`src/rtl/char_slot_scheduler.sv`:
```
// rtl/char_slot_scheduler.sv - falling-character slot table with move/match/spawn scan FSM
// One event per pass from IDLE; every pass scans the whole table one slot per cycle.
module char_slot_scheduler #(
  parameter int SLOTS       = 16,
  parameter int IDX_W       = 4,
  parameter int LOWER_BOUND = 480,
  parameter int MAX_MISS    = 8
) (
  input  logic             clk,
  input  logic             rst,
  input  logic             spawn_req,
  input  logic [7:0]       spawn_ascii,
  input  logic [9:0]       spawn_col,
  input  logic [9:0]       spawn_y,
  input  logic [2:0]       spawn_speed,
  output logic             spawn_ack,
  output logic             spawn_drop,
  input  logic             tick,
  input  logic             key_valid,
  input  logic [7:0]       key_ascii,
  input  logic [IDX_W-1:0] rd_idx,
  output logic             rd_valid,
  output logic [9:0]       rd_col,
  output logic [9:0]       rd_y,
  output logic [7:0]       rd_ascii,
  output logic [15:0]      score,
  output logic [7:0]       miss_cnt,
  output logic             gameover,
  output logic             busy
);

  typedef enum logic [2:0] {S_IDLE, S_MOVE, S_MATCH, S_REMOVE, S_SPAWN, S_ACK} state_t;
  state_t state_q, state_d;

  logic [SLOTS-1:0] active_q, active_d;
  logic [9:0]       col_q   [SLOTS];
  logic [9:0]       col_d   [SLOTS];
  logic [9:0]       y_q     [SLOTS];
  logic [9:0]       y_d     [SLOTS];
  logic [7:0]       ascii_q [SLOTS];
  logic [7:0]       ascii_d [SLOTS];
  logic [2:0]       speed_q [SLOTS];
  logic [2:0]       speed_d [SLOTS];

  logic [IDX_W-1:0] idx_q, idx_d;
  logic             best_found_q, best_found_d;
  logic [IDX_W-1:0] best_idx_q, best_idx_d;
  logic [9:0]       best_y_q, best_y_d;
  logic             free_found_q, free_found_d;
  logic [IDX_W-1:0] free_idx_q, free_idx_d;
  logic             collide_q, collide_d;
  logic             tick_pend_q, tick_pend_d;
  logic             key_pend_q, key_pend_d;
  logic [7:0]       key_ascii_q, key_ascii_d;
  logic [7:0]       match_key_q, match_key_d;
  logic [15:0]      score_q, score_d;
  logic [7:0]       miss_q, miss_d;
  logic             gameover_q, gameover_d;
  logic             rd_valid_q;
  logic [9:0]       rd_col_q, rd_y_q;
  logic [7:0]       rd_ascii_q;

  logic        last;
  logic        reject;
  logic [10:0] sum;

  assign last   = &idx_q;
  assign reject = gameover_q | ~free_found_q | collide_q;
  assign sum    = {1'b0, y_q[idx_q]} + {8'd0, speed_q[idx_q]};

  always_ff @(posedge clk) begin
    if (rst) state_q <= S_IDLE;
    else     state_q <= state_d;
  end

  // Raw strobes take part in dispatch so simultaneous events keep tick > key > spawn order
  always_comb begin
    state_d = state_q;
    case (state_q)
      S_IDLE: begin
        if (!gameover_q && (tick_pend_q || tick))           state_d = S_MOVE;
        else if (!gameover_q && (key_pend_q || key_valid))  state_d = S_MATCH;
        else if (spawn_req)                                 state_d = S_SPAWN;
      end
      S_MOVE:   if (last) state_d = S_IDLE;
      S_MATCH:  if (last) state_d = S_REMOVE;
      S_REMOVE: state_d = S_IDLE;
      S_SPAWN:  if (last) state_d = S_ACK;
      S_ACK:    state_d = S_IDLE;
      default:  state_d = S_IDLE;
    endcase
  end

  always_comb begin
    busy       = (state_q != S_IDLE);
    spawn_ack  = (state_q == S_ACK);
    spawn_drop = (state_q == S_ACK) && reject;
  end

  always_comb begin
    active_d     = active_q;
    col_d        = col_q;
    y_d          = y_q;
    ascii_d      = ascii_q;
    speed_d      = speed_q;
    score_d      = score_q;
    miss_d       = miss_q;
    gameover_d   = gameover_q;
    idx_d        = (state_q == S_IDLE) ? '0 : idx_q + IDX_W'(1);
    best_found_d = best_found_q;
    best_idx_d   = best_idx_q;
    best_y_d     = best_y_q;
    free_found_d = free_found_q;
    free_idx_d   = free_idx_q;
    collide_d    = collide_q;
    case (state_q)
      S_IDLE: begin
        best_found_d = 1'b0;
        best_idx_d   = '0;
        best_y_d     = '0;
        free_found_d = 1'b0;
        free_idx_d   = '0;
        collide_d    = 1'b0;
      end
      S_MOVE: begin
        if (active_q[idx_q] && !gameover_q) begin
          if (sum >= 11'(LOWER_BOUND)) begin
            active_d[idx_q] = 1'b0;
            if (miss_q != 8'hFF) miss_d = miss_q + 8'd1;
          end else begin
            y_d[idx_q] = sum[9:0];
          end
        end
      end
      S_MATCH: begin
        // Strict greater-than keeps the lower index on equal y
        if (active_q[idx_q] && ascii_q[idx_q] == match_key_q &&
            (!best_found_q || y_q[idx_q] > best_y_q)) begin
          best_found_d = 1'b1;
          best_idx_d   = idx_q;
          best_y_d     = y_q[idx_q];
        end
      end
      S_REMOVE: begin
        if (best_found_q && !gameover_q) begin
          active_d[best_idx_q] = 1'b0;
          if (score_q != 16'hFFFF) score_d = score_q + 16'd1;
        end
      end
      S_SPAWN: begin
        if (!active_q[idx_q] && !free_found_q) begin
          free_found_d = 1'b1;
          free_idx_d   = idx_q;
        end
        if (active_q[idx_q] && col_q[idx_q] == spawn_col) collide_d = 1'b1;
      end
      S_ACK: begin
        if (!reject) begin
          active_d[free_idx_q] = 1'b1;
          col_d[free_idx_q]    = spawn_col;
          y_d[free_idx_q]      = spawn_y;
          ascii_d[free_idx_q]  = spawn_ascii;
          speed_d[free_idx_q]  = spawn_speed;
        end
      end
      default: ;
    endcase
    if (miss_d >= 8'(MAX_MISS)) gameover_d = 1'b1;
  end

  always_comb begin
    key_ascii_d = key_valid ? key_ascii : key_ascii_q;
    tick_pend_d = (tick_pend_q | tick) & ~(state_q == S_IDLE && state_d == S_MOVE) & ~gameover_q;
    key_pend_d  = (key_pend_q | key_valid) & ~(state_q == S_IDLE && state_d == S_MATCH) & ~gameover_q;
    match_key_d = match_key_q;
    if (state_q == S_IDLE && state_d == S_MATCH) match_key_d = key_ascii_d;
  end

  always_ff @(posedge clk) begin
    if (rst) begin
      idx_q        <= '0;
      active_q     <= '0;
      best_found_q <= 1'b0;
      best_idx_q   <= '0;
      best_y_q     <= '0;
      free_found_q <= 1'b0;
      free_idx_q   <= '0;
      collide_q    <= 1'b0;
      tick_pend_q  <= 1'b0;
      key_pend_q   <= 1'b0;
      key_ascii_q  <= '0;
      match_key_q  <= '0;
      score_q      <= '0;
      miss_q       <= '0;
      gameover_q   <= 1'b0;
    end else begin
      idx_q        <= idx_d;
      active_q     <= active_d;
      best_found_q <= best_found_d;
      best_idx_q   <= best_idx_d;
      best_y_q     <= best_y_d;
      free_found_q <= free_found_d;
      free_idx_q   <= free_idx_d;
      collide_q    <= collide_d;
      tick_pend_q  <= tick_pend_d;
      key_pend_q   <= key_pend_d;
      key_ascii_q  <= key_ascii_d;
      match_key_q  <= match_key_d;
      score_q      <= score_d;
      miss_q       <= miss_d;
      gameover_q   <= gameover_d;
    end
  end

  always_ff @(posedge clk) begin
    col_q   <= col_d;
    y_q     <= y_d;
    ascii_q <= ascii_d;
    speed_q <= speed_d;
  end

  // Data fields only follow active slots so the render path keeps its last image
  always_ff @(posedge clk) begin
    if (rst) begin
      rd_valid_q <= 1'b0;
      rd_col_q   <= '0;
      rd_y_q     <= '0;
      rd_ascii_q <= '0;
    end else begin
      rd_valid_q <= active_q[rd_idx];
      if (active_q[rd_idx]) begin
        rd_col_q   <= col_q[rd_idx];
        rd_y_q     <= y_q[rd_idx];
        rd_ascii_q <= ascii_q[rd_idx];
      end
    end
  end

  assign rd_valid = rd_valid_q;
  assign rd_col   = rd_col_q;
  assign rd_y     = rd_y_q;
  assign rd_ascii = rd_ascii_q;
  assign score    = score_q;
  assign miss_cnt = miss_q;
  assign gameover = gameover_q;

endmodule

```
`config.mk`:
```
export PLATFORM = sky130hd
export DESIGN_NAME = char_slot_scheduler
export DESIGN_NICKNAME = d
export VERILOG_FILES = /design/src/rtl/char_slot_scheduler.sv
export SDC_FILE = /design/constraint.sdc
export NUM_CORES = 1
export LEC_CHECK = 0
export CAP_MARGIN = 20
export CORE_ASPECT_RATIO = 1.2
export CORE_MARGIN = 2
export CORE_UTILIZATION = 30
export CTS_CLUSTER_DIAMETER = 120
export DETAILED_ROUTE_END_ITERATION = 10
export GPL_ROUTABILITY_DRIVEN = 0
export PLACE_DENSITY_LB_ADDON = 0.1
export SYNTH_ARGS = -nofsm -noshare
export SYNTH_HDL_FRONTEND = slang
export SYNTH_SLANG_ARGS = --single-unit
export TNS_END_PERCENT = 10
```
`constraint.sdc`:
```
create_clock -name clk -period 7.7 [get_ports clk]
set_input_delay 1.54 -clock clk [delete_from_list [all_inputs] [get_ports clk]]
set_output_delay 1.54 -clock clk [all_outputs]
set_load 0.005 [all_outputs]
```
======== Word level (Yosys, flattened, before mapping) ========
Index checks and enable logic that the tools add are counted.
storage, ports and cells
  word-level logic and storage cells ...... 258
  bits in registers ....................... 612
  output and inout port bits .............. 57
  bits of input ports ..................... 48
cells by class
  bitwise gates (word level) .............. 21
  muxes and demuxes ....................... 77
  add/sub/neg operators ................... 4
  magnitude comparators ................... 15
  reduce and logical (&&, ||, !) cells .... 38
  equality and inequality tests ........... 19
operator list
  cell                   number
  $bwmux 160             3
  $mux 160               3
  $pmux 160 s2           1
  $bmux 10 s4            4
  $bwmux 128             1
  $mux 10                11
  $demux 10 s4           2
  $mux 8                 10
  $bmux 8 s4             2
  $mux 16                4
  $bwmux 48              1
  $pmux 16 s3            1
  $and 16x16->16         2
  $demux 8 s4            1
  $not 16->16            2
  $mux 3                 9
  $lt 4x5->1 const B     4
  $pmux 10 s2            1
  $add 16x1->16 const B  1
  $logic_and 1x1->1      16
  $ne 16x16->1 const B   1
  $ne 2x2->1 const B     8
  $or 16x16->16          1
  $pmux 4 s2             2
  37 further kinds       83

======== Logic depth before layout (Yosys ltp) ========
  depth in word-level cells ............... 10
  mapped depth ............................ 25
  depth with buffers taken out ............ 14

======== Worst setup path before layout ========
Ideal clock, no wire load.
  kind .................................... register to register
  start point ............................. register idx_q[1]
  end point ............................... register y_q[40] (netlist bit), enable pin
  buffers on the path ..................... 11
  arrival time ............................ 5.538 ns
  setup slack ............................. 1.782 ns
  required time ........................... 7.320 ns
  period minus slack after synthesis ...... 5.918 ns
  cell stages (with the launch flop) ...... 23
  library setup time ...................... 0.380 ns
  cells stage by stage .................... dfxtp_1 buf_6 buf_6 buf_6 buf_6 buf_2 buf_2 buf_2 buf_1 buf_1 mux4_2 mux4_2 ha_1 a21oi_1 inv_1 nand2_1 nor3_2 mux2i_1 a41oi_1 or3_1 clkbuf_1 clkbuf_1 a21oi_1
between the ends
  word-level cells in the longest chain between the ends .. 8
  elaborated cells on any way between the ends .. 15
  classes of those cells .................. add/sub (1); order compare (1); eq/ne (2); mux (8); bitwise (1); reduce/logical (2)
RTL lines
  item                                                                          RTL line  source
  start: declaration                                                            45        logic [IDX_W-1:0] idx_q, idx_d;
  start signal: assignment                                                      197       idx_q <= idx_d;
  $not 4->5 (implied by the code)                                               69        assign sum = {1'b0, y_q[idx_q]} + {8'd0, speed_q[idx_q]};
  $bmux 10 s4 / $bmux 3 s4 (equally long branches)                              69
  $mux 10 (implied by the code) / $mux 3 (equally long branches) (2 in series)  69
  $add 10x3->11                                                                 69
  $ge 11x9->1                                                                   127       if (sum >= 11'(LOWER_BOUND)) begin
  $ne 2x2->1 (no source line)                                                   -
  $reduce_and 4->1 (no source line) *                                           -
  end signal: assignment                                                        217       y_q <= y_d;
  end: declaration                                                              38        logic [9:0] y_q [SLOTS];
Mark *: on every way between the ends. The rest lies on a longest branch, timed or not. The select of a mux whose other input is x is not followed.
A chain may end at the register's enable or synchronous reset.

======== Final worst setup path ========
  start point ............................. register idx_q[0]
  end point ............................... register y_q[33] (netlist bit), enable pin
Same word-level chain as after synthesis.

==> metrics <==
Leak=between 10 and 15 nW; vias in the first global route=19.3k; Post-Synth Simple-Gate Area=about 5.6%; most common cell in the netlist=edfxtp_1; Worst Tran Pin Value=between 1 and 1.5 ns; DR vias=between 15k and 20k; Post-CTS Resized=0; Clock Path Buffers=3; pwr/cell area=231 mW/mm2; DRT iter0 DRCs=between 1.5k and 2k; Tcrit/Tclk final=roughly 82%; DRC Markers=0; CTS tree=built; area delta synth->final=16.3%; Worst-Skew Late Latency=approximately 0.63 ns; met2 usage=a little over a third; Die X=between 200 and 300 um; post-synthesis sequential area ratio=roughly three fifths; TNS Setup=0 ns; drt wl/cell=just over 30 um; post-DP HPWL=approximately 65000 um; initial antenna violation count=4; final wirelength=between 100000 and 150000 um; Synth Cell Area=between 0.02 and 0.03 mm2; gr ovfl total=0; H-tree lvl count=3; Slew HR=between 20% and 30%; worst-path fanout max=49; Synth Area in Adders=less than 1%; fraction of layout cells with a size suffix above 1=between 20 and 30%; crit path launch type=flop; vias per cell=between 5 and 6; Max Slew Vio Count=0; Async SR Flop Fraction=0%; WP data required=between 7 and 8 ns; top_reg_cell synth=edfxtp_1; first-pass GRT wire length=about 140000 um; core area=0.0971 mm2; Yosys reg bits=just over 600; Starting Density=roughly 30%; fin crit period=approximately 6.3 ns; crit path DAT=about 6.5 ns; synth top area cells=edfxtp_1 51%, mux4_2 23%, dfxtp_1 7.9%, o22ai_1 2.8%, nor2_1 1.6%; Die H=approximately 350 um; gr usage total=around 20%; CTS Hold Bufs=0; endpoints failing hold=0; I/O pin cnt=~110; Root Driver=clkbuf_16; CTS buffer count=73; clk slew on worst S/H paths=~0.06 ns; Rows=about 130; Clock Sinks=roughly 600; met3 usage=~2.8%; Mean Syn Cell Area=15.7 um2; worst flop-to-flop path startpoint=idx_q[0]$_SDFF_PP0_; worst clock skew=about 0.022 ns; area leader, netlist=edfxtp_1; multi-input logic area=0.0116 mm2; fmax=approximately 160 MHz; # setup viols final=0; busiest grt layer=met2; max cap viols=0; mux contribution to synthesized area=24.2%; worst-case vdd ir drop=between 0.1 and 0.15 mV; DRT antenna net count=0; fillers=around 9.1k; register area=0.0172 mm2; Crit Path Class=flop to flop; Die Area=slightly above 0.1 mm2; worst min path class=flop to flop; Antenna diodes=0; Distinct cells, synth=64; Detailed Routing Iterations Pass 1=7; share of the synthesized area in the top cell type=50.6%; CP endpoint kind=flop; complex-gate fraction of the synthesized area=6.64%; RSZ-0062 raised after global routing=no; Post-synth EDFFs=496; Util after Layout=between 30% and 40%; min-delay src=best_y_q[3]$_SDFFE_PP0P_; status=completed; Warnings, synthesis=0; synthesized instance count=between 1.5k and 2k; Layout Nets=around 2k; met1 Usage GRT=about 25%; Synthesized Nets=1940; largest family of logic cells by synthesized area=multiplexers; number of I/O port buffers=roughly 100; Crit. Startpoint=idx_q[0]$_SDFF_PP0_; largest net degree at the start of global routing=between 70 and 80; setup bufs post-CTS=0; most common library cells after synthesis=496 x edfxtp_1, 295 x mux4_2, 131 x o22ai_1; XOR/XNOR share of the synthesized area=under 10%
==> registers in the layout, summed over array words and instances (netlist names), 8 cells and up <==
| register | count |
|---|---|
| miss_cnt | 8 |
| key_ascii_q | 8 |
| y_q | 160 |
| best_y_q | 10 |
| speed_q | 48 |
| match_key_q | 8 |
| active_q | 16 |
| rd_ascii | 8 |
| col_q | 160 |
| ascii_q | 128 |
| score | 16 |
| rd_y | 10 |
| rd_col | 10 |
==> final timing paths <==
path                                                  to  slack, ns  depth (start not counted)
worst max-delay path                   y_q[33]$_DFFE_PP_       1.40                         13
worst max register to register         y_q[33]$_DFFE_PP_       1.40                         13
worst min register to register  best_y_q[3]$_SDFFE_PP0P_       0.48                          1
worst min-delay path            best_y_q[3]$_SDFFE_PP0P_       0.48                          1
==> power by group <==
group          switching (mW)  internal, mW  leakage, nW
clock network            1.41          2.04         1.16
registers              0.0486          3.58         5.58
logic                   0.491         0.345         3.78
total                    1.95          5.97         10.5
==> placed cells by master, fill, tap and decap left out, types with 9 or more instances in the layout <==
cell type | synthesis | final
mux4_2 | 295 | 295
xor2_1 | 21 | 18
clkbuf_1 | 105 | 12
nor3_1 | 22 | 22
nand3_1 | 30 | 30
clkinv_1 | 0 | 11
ha_1 | 19 | 19
clkinv_2 | 0 | 12
mux2i_1 | 42 | 42
a31oi_1 | 12 | 12
xnor2_1 | 24 | 19
nand4_1 | 12 | 12
edfxtp_1 | 496 | 496
a22o_1 | 16 | 16
buf_4 | 5 | 48
nor2_1 | 126 | 111
and2_1 | 9 | 9
inv_1 | 27 | 27
nor2b_1 | 14 | 14
clkdlybuf4s50_1 | 0 | 99
o22ai_1 | 131 | 131
dfxtp_1 | 116 | 112
o21ai_0 | 49 | 49
nand2_1 | 116 | 116
a21oi_1 | 33 | 33
nor2_4 | 0 | 15
clkbuf_16 | 0 | 76
==> logic make-up (layout without fill, tap and decap cells) <==
group / count (synthesis) / after routing
AOI/OAI and AO/OA: 300 / 300
xor gates and xnor gates: 45 / 45
buffers and inverters: 185 / 308
and+or+nand+nor: 367 / 367
muxes: 343 / 343
adders and majority gates: 20 / 20
DFF: 612 / 612
==> metal layers <==
metal	part of all wire [%]	wire (um)
met5	0.027	27
met4	2.5	2530
met3	4.6	4670
met2	52	52400
met1	41	41400
==> cell type report <==
type                            count  share of cell area [%]
Tap cell                         1270                    4.64
Timing Repair Buffer              152                    4.09
Sequential cell                   612                    50.3
Inverter                           27                   0.296
Multi-Input combinational cell   1075                    33.8
Clock inverter                     33                   0.859
Clock buffer                       96                    5.99
==> critical path, cell delays in order (launching register included) <==
cell     delay [ns]
dfxtp_4        0.98
buf_4          0.49
mux4_2         0.55
mux4_2         0.54
ha_1           0.23
a21o_1         0.19
a21oi_1        0.24
inv_1          0.18
a31oi_1        0.21
nor3b_1        0.08
o21ai_1        0.30
a41oi_1        0.15
or3_1          0.74
a21oi_1        1.00
==> per-stage QoR <==
stage | instances | hold slack [ns] | instance area [um2] | power (mW) | setup slack, ns
after floorplan | 1872 | 0.448 | 29400 | 4.22 | 1.78
after global placement | 3135 | 0.465 | 31900 | 4.55 | 1.55
after detailed placement | 3136 | 0.467 | 31900 | 4.55 | 1.39
after CTS | 3265 | 0.486 | 34200 | 8.01 | 1.36
after global routing | 3265 | 0.510 | 34200 | 8.17 | 1.06
final | 3265 | 0.484 | 34200 | 7.91 | 1.40
Power figures use the tool's default switching activity.
